File: src/rtl/fetch_prefetch_pkg.sv
// Shared types for the fetch/prefetch stage: FSM state encoding and the
// 16-bit word and queue-entry types used by the default LC-3b configuration.
package fetch_prefetch_pkg;

    typedef logic [15:0] lc3b_word;

    typedef enum logic [1:0] {
        FS_IDLE,
        FS_REQ,
        FS_DISCARD
    } fetch_state_t;

    typedef struct packed {
        lc3b_word pc;
        lc3b_word instr;
    } fetch_entry_t;

endpackage

File: src/rtl/fetch_prefetch_fifo.sv
// Circular prefetch queue: DEPTH entries (power of two), push/pop/flush,
// occupancy count, full/empty. Storage holds data only and is not reset.
module fetch_prefetch_fifo #(
    parameter int WIDTH = 32,
    parameter int DEPTH = 4
) (
    input  logic                       clk,
    input  logic                       rst_n,
    input  logic                       push,
    input  logic                       pop,
    input  logic                       flush,
    input  logic [WIDTH-1:0]           din,
    output logic [WIDTH-1:0]           dout,
    output logic [$clog2(DEPTH+1)-1:0] count,
    output logic                       full,
    output logic                       empty
);
    localparam int PTR_W = $clog2(DEPTH);
    localparam int CNT_W = $clog2(DEPTH+1);

    logic [WIDTH-1:0] mem [DEPTH];
    logic [PTR_W-1:0] wr_ptr;
    logic [PTR_W-1:0] rd_ptr;

    // Entry storage: written on push, flush does not need to clear it
    always_ff @(posedge clk) begin
        if (push) begin
            mem[wr_ptr] <= din;
        end
    end

    // Pointer and occupancy bookkeeping; pointers wrap naturally mod DEPTH
    always_ff @(posedge clk or negedge rst_n) begin
        if (!rst_n) begin
            wr_ptr <= '0;
            rd_ptr <= '0;
            count  <= '0;
        end else if (flush) begin
            wr_ptr <= '0;
            rd_ptr <= '0;
            count  <= '0;
        end else begin
            if (push) begin
                wr_ptr <= wr_ptr + PTR_W'(1);
            end
            if (pop) begin
                rd_ptr <= rd_ptr + PTR_W'(1);
            end
            case ({push, pop})
                2'b10:   count <= count + CNT_W'(1);
                2'b01:   count <= count - CNT_W'(1);
                default: count <= count;
            endcase
        end
    end

    assign dout  = mem[rd_ptr];
    assign empty = (count == '0);
    assign full  = (count == CNT_W'(DEPTH));

endmodule

File: src/rtl/fetch_prefetch.sv
// Instruction fetch stage with prefetch queue. Owns the fetch PC, issues
// held-handshake reads, queues returned words with their PCs and hands the
// head to decode. Redirects flush the queue and drop any in-flight word.
// Optional: define FETCH_PREFETCH_STATS_EN to add stall/redirect counters.
module fetch_prefetch
    import fetch_prefetch_pkg::*;
#(
    parameter int              ADDR_W   = 16,
    parameter int              INSTR_W  = 16,
    parameter int              DEPTH    = 4,
    parameter int              PC_INC   = 2,
    parameter logic [ADDR_W-1:0] RESET_PC = '0
) (
    input  logic               clk,
    input  logic               rst_n,
    output logic               imem_read,
    output logic [ADDR_W-1:0]  imem_addr,
    input  logic               imem_resp,
    input  logic [INSTR_W-1:0] imem_rdata,
    input  logic               redirect_valid,
    input  logic [ADDR_W-1:0]  redirect_pc,
    output logic               if_valid,
    output logic [INSTR_W-1:0] if_instr,
    output logic [ADDR_W-1:0]  if_pc,
    output logic [ADDR_W-1:0]  if_pcplus,
    input  logic               id_ready
`ifdef FETCH_PREFETCH_STATS_EN
    ,
    output logic [31:0]        stat_stall_cycles,
    output logic [31:0]        stat_redirects
`endif
);
    localparam int CNT_W = $clog2(DEPTH+1);

    typedef struct packed {
        logic [ADDR_W-1:0]  pc;
        logic [INSTR_W-1:0] instr;
    } entry_t;

    fetch_state_t       state, state_nxt;
    logic [ADDR_W-1:0]  fetch_pc, fetch_pc_nxt;
    logic [ADDR_W-1:0]  hold_addr, hold_addr_nxt;
    logic               push, pop, flush;
    logic [CNT_W-1:0]   count;
    logic [CNT_W:0]     count_after;
    logic               full, empty;
    entry_t             push_entry;
    entry_t             head;

    assign push_entry = '{pc: fetch_pc, instr: imem_rdata};

    fetch_prefetch_fifo #(
        .WIDTH ($bits(entry_t)),
        .DEPTH (DEPTH)
    ) u_fifo (
        .clk   (clk),
        .rst_n (rst_n),
        .push  (push),
        .pop   (pop),
        .flush (flush),
        .din   (push_entry),
        .dout  (head),
        .count (count),
        .full  (full),
        .empty (empty)
    );

    // State, fetch PC and the address held while discarding a stale read
    always_ff @(posedge clk or negedge rst_n) begin
        if (!rst_n) begin
            state     <= FS_IDLE;
            fetch_pc  <= RESET_PC;
            hold_addr <= RESET_PC;
        end else begin
            state     <= state_nxt;
            fetch_pc  <= fetch_pc_nxt;
            hold_addr <= hold_addr_nxt;
        end
    end

    // Next-state, issue and queue control; redirect overrides push/pop/issue
    always_comb begin
        state_nxt     = state;
        fetch_pc_nxt  = fetch_pc;
        hold_addr_nxt = hold_addr;
        push          = 1'b0;
        flush         = 1'b0;
        pop           = !empty && id_ready && !redirect_valid;
        count_after   = {1'b0, count} + (CNT_W+1)'(1) - (CNT_W+1)'(pop);
        if (redirect_valid) begin
            flush        = 1'b1;
            fetch_pc_nxt = redirect_pc;
            case (state)
                FS_REQ: begin
                    if (imem_resp) begin
                        state_nxt = FS_IDLE;
                    end else begin
                        state_nxt     = FS_DISCARD;
                        hold_addr_nxt = fetch_pc;
                    end
                end
                FS_DISCARD: begin
                    if (imem_resp) begin
                        state_nxt = FS_IDLE;
                    end
                end
                default: state_nxt = FS_IDLE;
            endcase
        end else begin
            case (state)
                FS_IDLE: begin
                    // Nothing in flight, so a single free slot is enough
                    if (!full) begin
                        state_nxt = FS_REQ;
                    end
                end
                FS_REQ: begin
                    if (imem_resp) begin
                        push         = 1'b1;
                        fetch_pc_nxt = fetch_pc + ADDR_W'(PC_INC);
                        // Reissue immediately only if the next word has a slot
                        if (count_after < (CNT_W+1)'(DEPTH)) begin
                            state_nxt = FS_REQ;
                        end else begin
                            state_nxt = FS_IDLE;
                        end
                    end
                end
                FS_DISCARD: begin
                    if (imem_resp) begin
                        state_nxt = FS_IDLE;
                    end
                end
                default: state_nxt = FS_IDLE;
            endcase
        end
    end

    assign imem_read = (state != FS_IDLE);
    assign imem_addr = (state == FS_DISCARD) ? hold_addr : fetch_pc;
    assign if_valid  = !empty;
    assign if_instr  = empty ? '0 : head.instr;
    assign if_pc     = empty ? '0 : head.pc;
    assign if_pcplus = empty ? '0 : head.pc + ADDR_W'(PC_INC);

`ifdef FETCH_PREFETCH_STATS_EN
    // Saturating counters of decode-starved cycles and redirects
    always_ff @(posedge clk or negedge rst_n) begin
        if (!rst_n) begin
            stat_stall_cycles <= '0;
            stat_redirects    <= '0;
        end else begin
            if (!if_valid && (stat_stall_cycles != '1)) begin
                stat_stall_cycles <= stat_stall_cycles + 32'd1;
            end
            if (redirect_valid && (stat_redirects != '1)) begin
                stat_redirects <= stat_redirects + 32'd1;
            end
        end
    end
`endif

endmodule

File: config.mk
export PLATFORM = sky130hd
export DESIGN_NAME = fetch_prefetch
export DESIGN_NICKNAME = d
export VERILOG_FILES = /design/src/rtl/fetch_prefetch_pkg.sv /design/src/rtl/fetch_prefetch_fifo.sv /design/src/rtl/fetch_prefetch.sv
export SDC_FILE = /design/constraint.sdc
export NUM_CORES = 1
export LEC_CHECK = 0
export CORE_UTILIZATION = 59
export DETAILED_ROUTE_END_ITERATION = 16
export GPL_TIMING_DRIVEN = 0
export HOLD_SLACK_MARGIN = 0.15
export PLACE_DENSITY = 0.85
export SYNTH_ARGS = -nofsm -noshare
export SYNTH_HDL_FRONTEND = slang
export SYNTH_SLANG_ARGS = --single-unit
File: constraint.sdc
create_clock -name clk -period 7.6 [get_ports clk]
set_clock_uncertainty 0.1 [all_clocks]
set_input_delay 1.52 -clock clk [delete_from_list [all_inputs] [get_ports clk]]
set_output_delay 1.52 -clock clk [all_outputs]
set_load 0.1 [all_outputs]
==> results.md <==
* Largest net degree at the start of global routing at 42
* Hold depth at 2
* Max-cap violations at 0
* Syn Inst Count at 486
* Post-Syn Nets at 534
* Die W at 114 um
* Mapped Area at 7460 um^2
* Final setup fails at 0
* Inserted Clock Buffers at 17
* Die Y at 114 um
* CTS clk-pin slew, worst paths at 0.06 ns
* Die area at 13100 um^2
* Root buffer cell: clkbuf_16
* R2R depth at 7
* Area Overhead vs Synth at 26.5%
* Gpl congestion at 0.843
* Reg2reg start: state[1]
* CTS Buffer Depth at 2
* Critical Path End Type: output pin
* EDFF count, synth at 128
* Drt pass-1 iters at 5
* Placed Area at 8840 um^2
* Status: finished, final reports clean
* CTS tree: built
* # hold bufs at CTS at 0
* Drt drc at 0
* Slew Limit Fails at 0
* Critical Path RT at 5.98 ns
* IO Pins at 103
* DR WL/cell at 21.1 um
* Unrepaired setup endpoints after global routing: no
* Postcts setup bufs at 0
* Slew Limit Headroom at 30.8%
* Min Tclk post-route at 5.45 ns
* Dpl hpwl at 11600 um
* Site Rows at 40
* First-pass GRT wire length at 26600 um
* Inserted Diodes at 0
* Clock sinks at 169
* WHS Endpoint: hold_addr[10]
* Via count at 4771
* Detailed Route WL at 16800 um
* Starting DRC count in detailed routing at 453
* CP Max Fanout at 10
* Seq cells post-synth at 169
* Reg2reg end: u_fifo.mem[3][0]
* Core ar. at 12200 um^2
* Mean Syn Cell Area at 15.3 um^2
* Crit share post-route at 71.7%
* Final hold vios at 0
* Setup_tns at 0 ns
* Port bufs at 100
* GRT Overall Usage at 28.4%
* Initial Utilization at 61.3%
* Kind of critical path: reg2out
* Async SR Flop Fraction at 24.3%
* Drt via density at 5.97
* Worst EP arrival at 3.83 ns
* Number of global-route vias before repair at 4982
* CTS-repair resized insts at 0
* Yosys Warn Count at 0
* Nets at 666
* Post-route cell area at 9430 um^2
* Reg2Reg Setup Slack at 4.51 ns
* Startpoint of the lowest-slack hold path: hold_addr[10]
* GRT Residual Overflow at 0
* Initial antenna violation count at 0
* Library cells used by synthesis at 48
* Post-DRT Antenna Nets at 0
* Fmax at 183 MHz
* CP Launch Type: flop
* Layout cells sized above 1 at 19.2%
* Primary FF master, synth: edfxtp_1
* Register area share after synthesis at 65.3%
* H-tree level count at 4
* Worst skew pair latency at 0.44 ns
* Actual transition at the worst max-transition pin at 1.03 ns
* HP Class: reg2reg
-- flip-flops by register name, indices dropped and copies added (netlist names) --
name / flops
fetch_pc: 16
state: 2
u_fifo.count: 3
u_fifo.mem: 128
u_fifo.rd_ptr: 2
u_fifo.wr_ptr: 2
hold_addr: 16
-- worst max path at each step --
stage	startpoint	to	slack [ns]	cells past startpoint
6_report	u_fifo.rd_ptr[0]	if_pcplus[7]	2.15	8
5_1_grt	u_fifo.rd_ptr[0]	if_pcplus[7]	2.07	8
4_1_cts	u_fifo.rd_ptr[0]	if_pcplus[7]	2.17	8
3_5_place_dp	u_fifo.rd_ptr[0]	if_pcplus[7]	2.75	8
3_3_place_gp	imem_resp	u_fifo.mem[1][6]	0.69	3
2_1_floorplan	imem_resp	u_fifo.mem[1][0]	2.56	3
-- routing by layer --
| metal | wire length [um] | share of wire, % | GRT usage [%] | vias to the layer above |
|---|---|---|---|---|
| met5 | 0 | 0 | 0 | - |
| met4 | 377 | 2.2 | 12.0 | 0 |
| met3 | 1060 | 6.3 | 7.62 | 35 |
| met2 | 8700 | 52 | 45.6 | 222 |
| met1 | 6690 | 40 | 37.1 | 2424 |
| li1 | - | - | - | 2090 |
-- cell usage in the layout, fill, tap and decap left out, types with 5 or more instances in the layout --
master           netlist  layout
buf_4                  5       5
ha_1                  10      10
nor3_1                 7       7
dfrtp_1               41      41
clkbuf_1              14      15
nor2_1                26      26
o21ai_0               23      23
nand3_1               10      10
mux2_1                 6       6
and2_1                30      30
inv_1                 16      16
clkdlybuf4s50_1        0      99
edfxtp_1             128     128
buf_6                  1      12
mux2_2                23      23
clkbuf_16              0      17
nand2_1               32      32
mux4_2                31      31
xnor2_1               14      14
a21oi_1                7       7
xor2_1                 7       7
-- synth_stat cells, drive strengths merged, types with 3 or more instances --
cell    count  area, um^2
edfxtp    128        3840
dfrtp      41        1030
nand2      33         126
mux4       32         724
and2       30         188
mux2       29         327
o21ai      27         135
nor2       26        97.6
inv        18        67.6
clkbuf     14        52.6
xnor2      14         123
nand3      11        60.1
buf        10        82.6
ha         10         125
nor3        8        45.0
a21oi       7        35.0
xor2        7        61.3
nand4       5        43.8
nor3b       5        37.5
nor4        5        43.8
o31ai       4        35.0
or3         4        25.0
a31oi       3        18.8
mux2i       3        30.0
or4         3        22.5
-- metrics by stage --
step | std cells | setup slack (ns) | utilization [%] | hold WS [ns]
after detailed placement | 767 | 2.75 | 72.7 | 0.382
after global routing | 799 | 2.07 | 77.5 | 0.414
after CTS | 799 | 2.17 | 77.5 | 0.394
final | 799 | 2.15 | 77.5 | 0.390
after floorplan | 486 | 2.56 | - | 0.350
after global placement | 754 | 0.688 | 71.3 | 0.365
-- layout make-up --
type,instances,area [um^2]
buffer,24,135
clock buffer,19,443
clock inverter,13,145
fill,677,2730
inverter,18,67.6
multi-input combinational,275,2400
sequential,169,4870
tap,168,210
timing repair buffer,113,1150
-- worst max-delay path, stage by stage (launching register included) --
cell,delay [ns]
dfrtp_1,0.38
buf_6,0.15
buf_12,0.15
mux4_2,0.43
ha_1,0.31
inv_1,0.09
or3_1,0.40
a21oi_1,0.28
clkdlybuf4s50_1,1.20
-- cell families (layout without fill, tap and decap cells) --
group,after synthesis,count (layout),synth area share (%)
AOI/OAI and AO/OA,45,45,3.47
buffers and inverters,42,187,2.72
adders and majority gates,11,11,1.95
xor gates and xnor gates,21,21,2.47
muxes,64,64,14.5
and+or+nand+nor,134,134,9.58
DFF,169,169,65.3
Power is not shown: default switching activity piles up to over one toggle a cycle in this logic, so the estimate is an artifact.
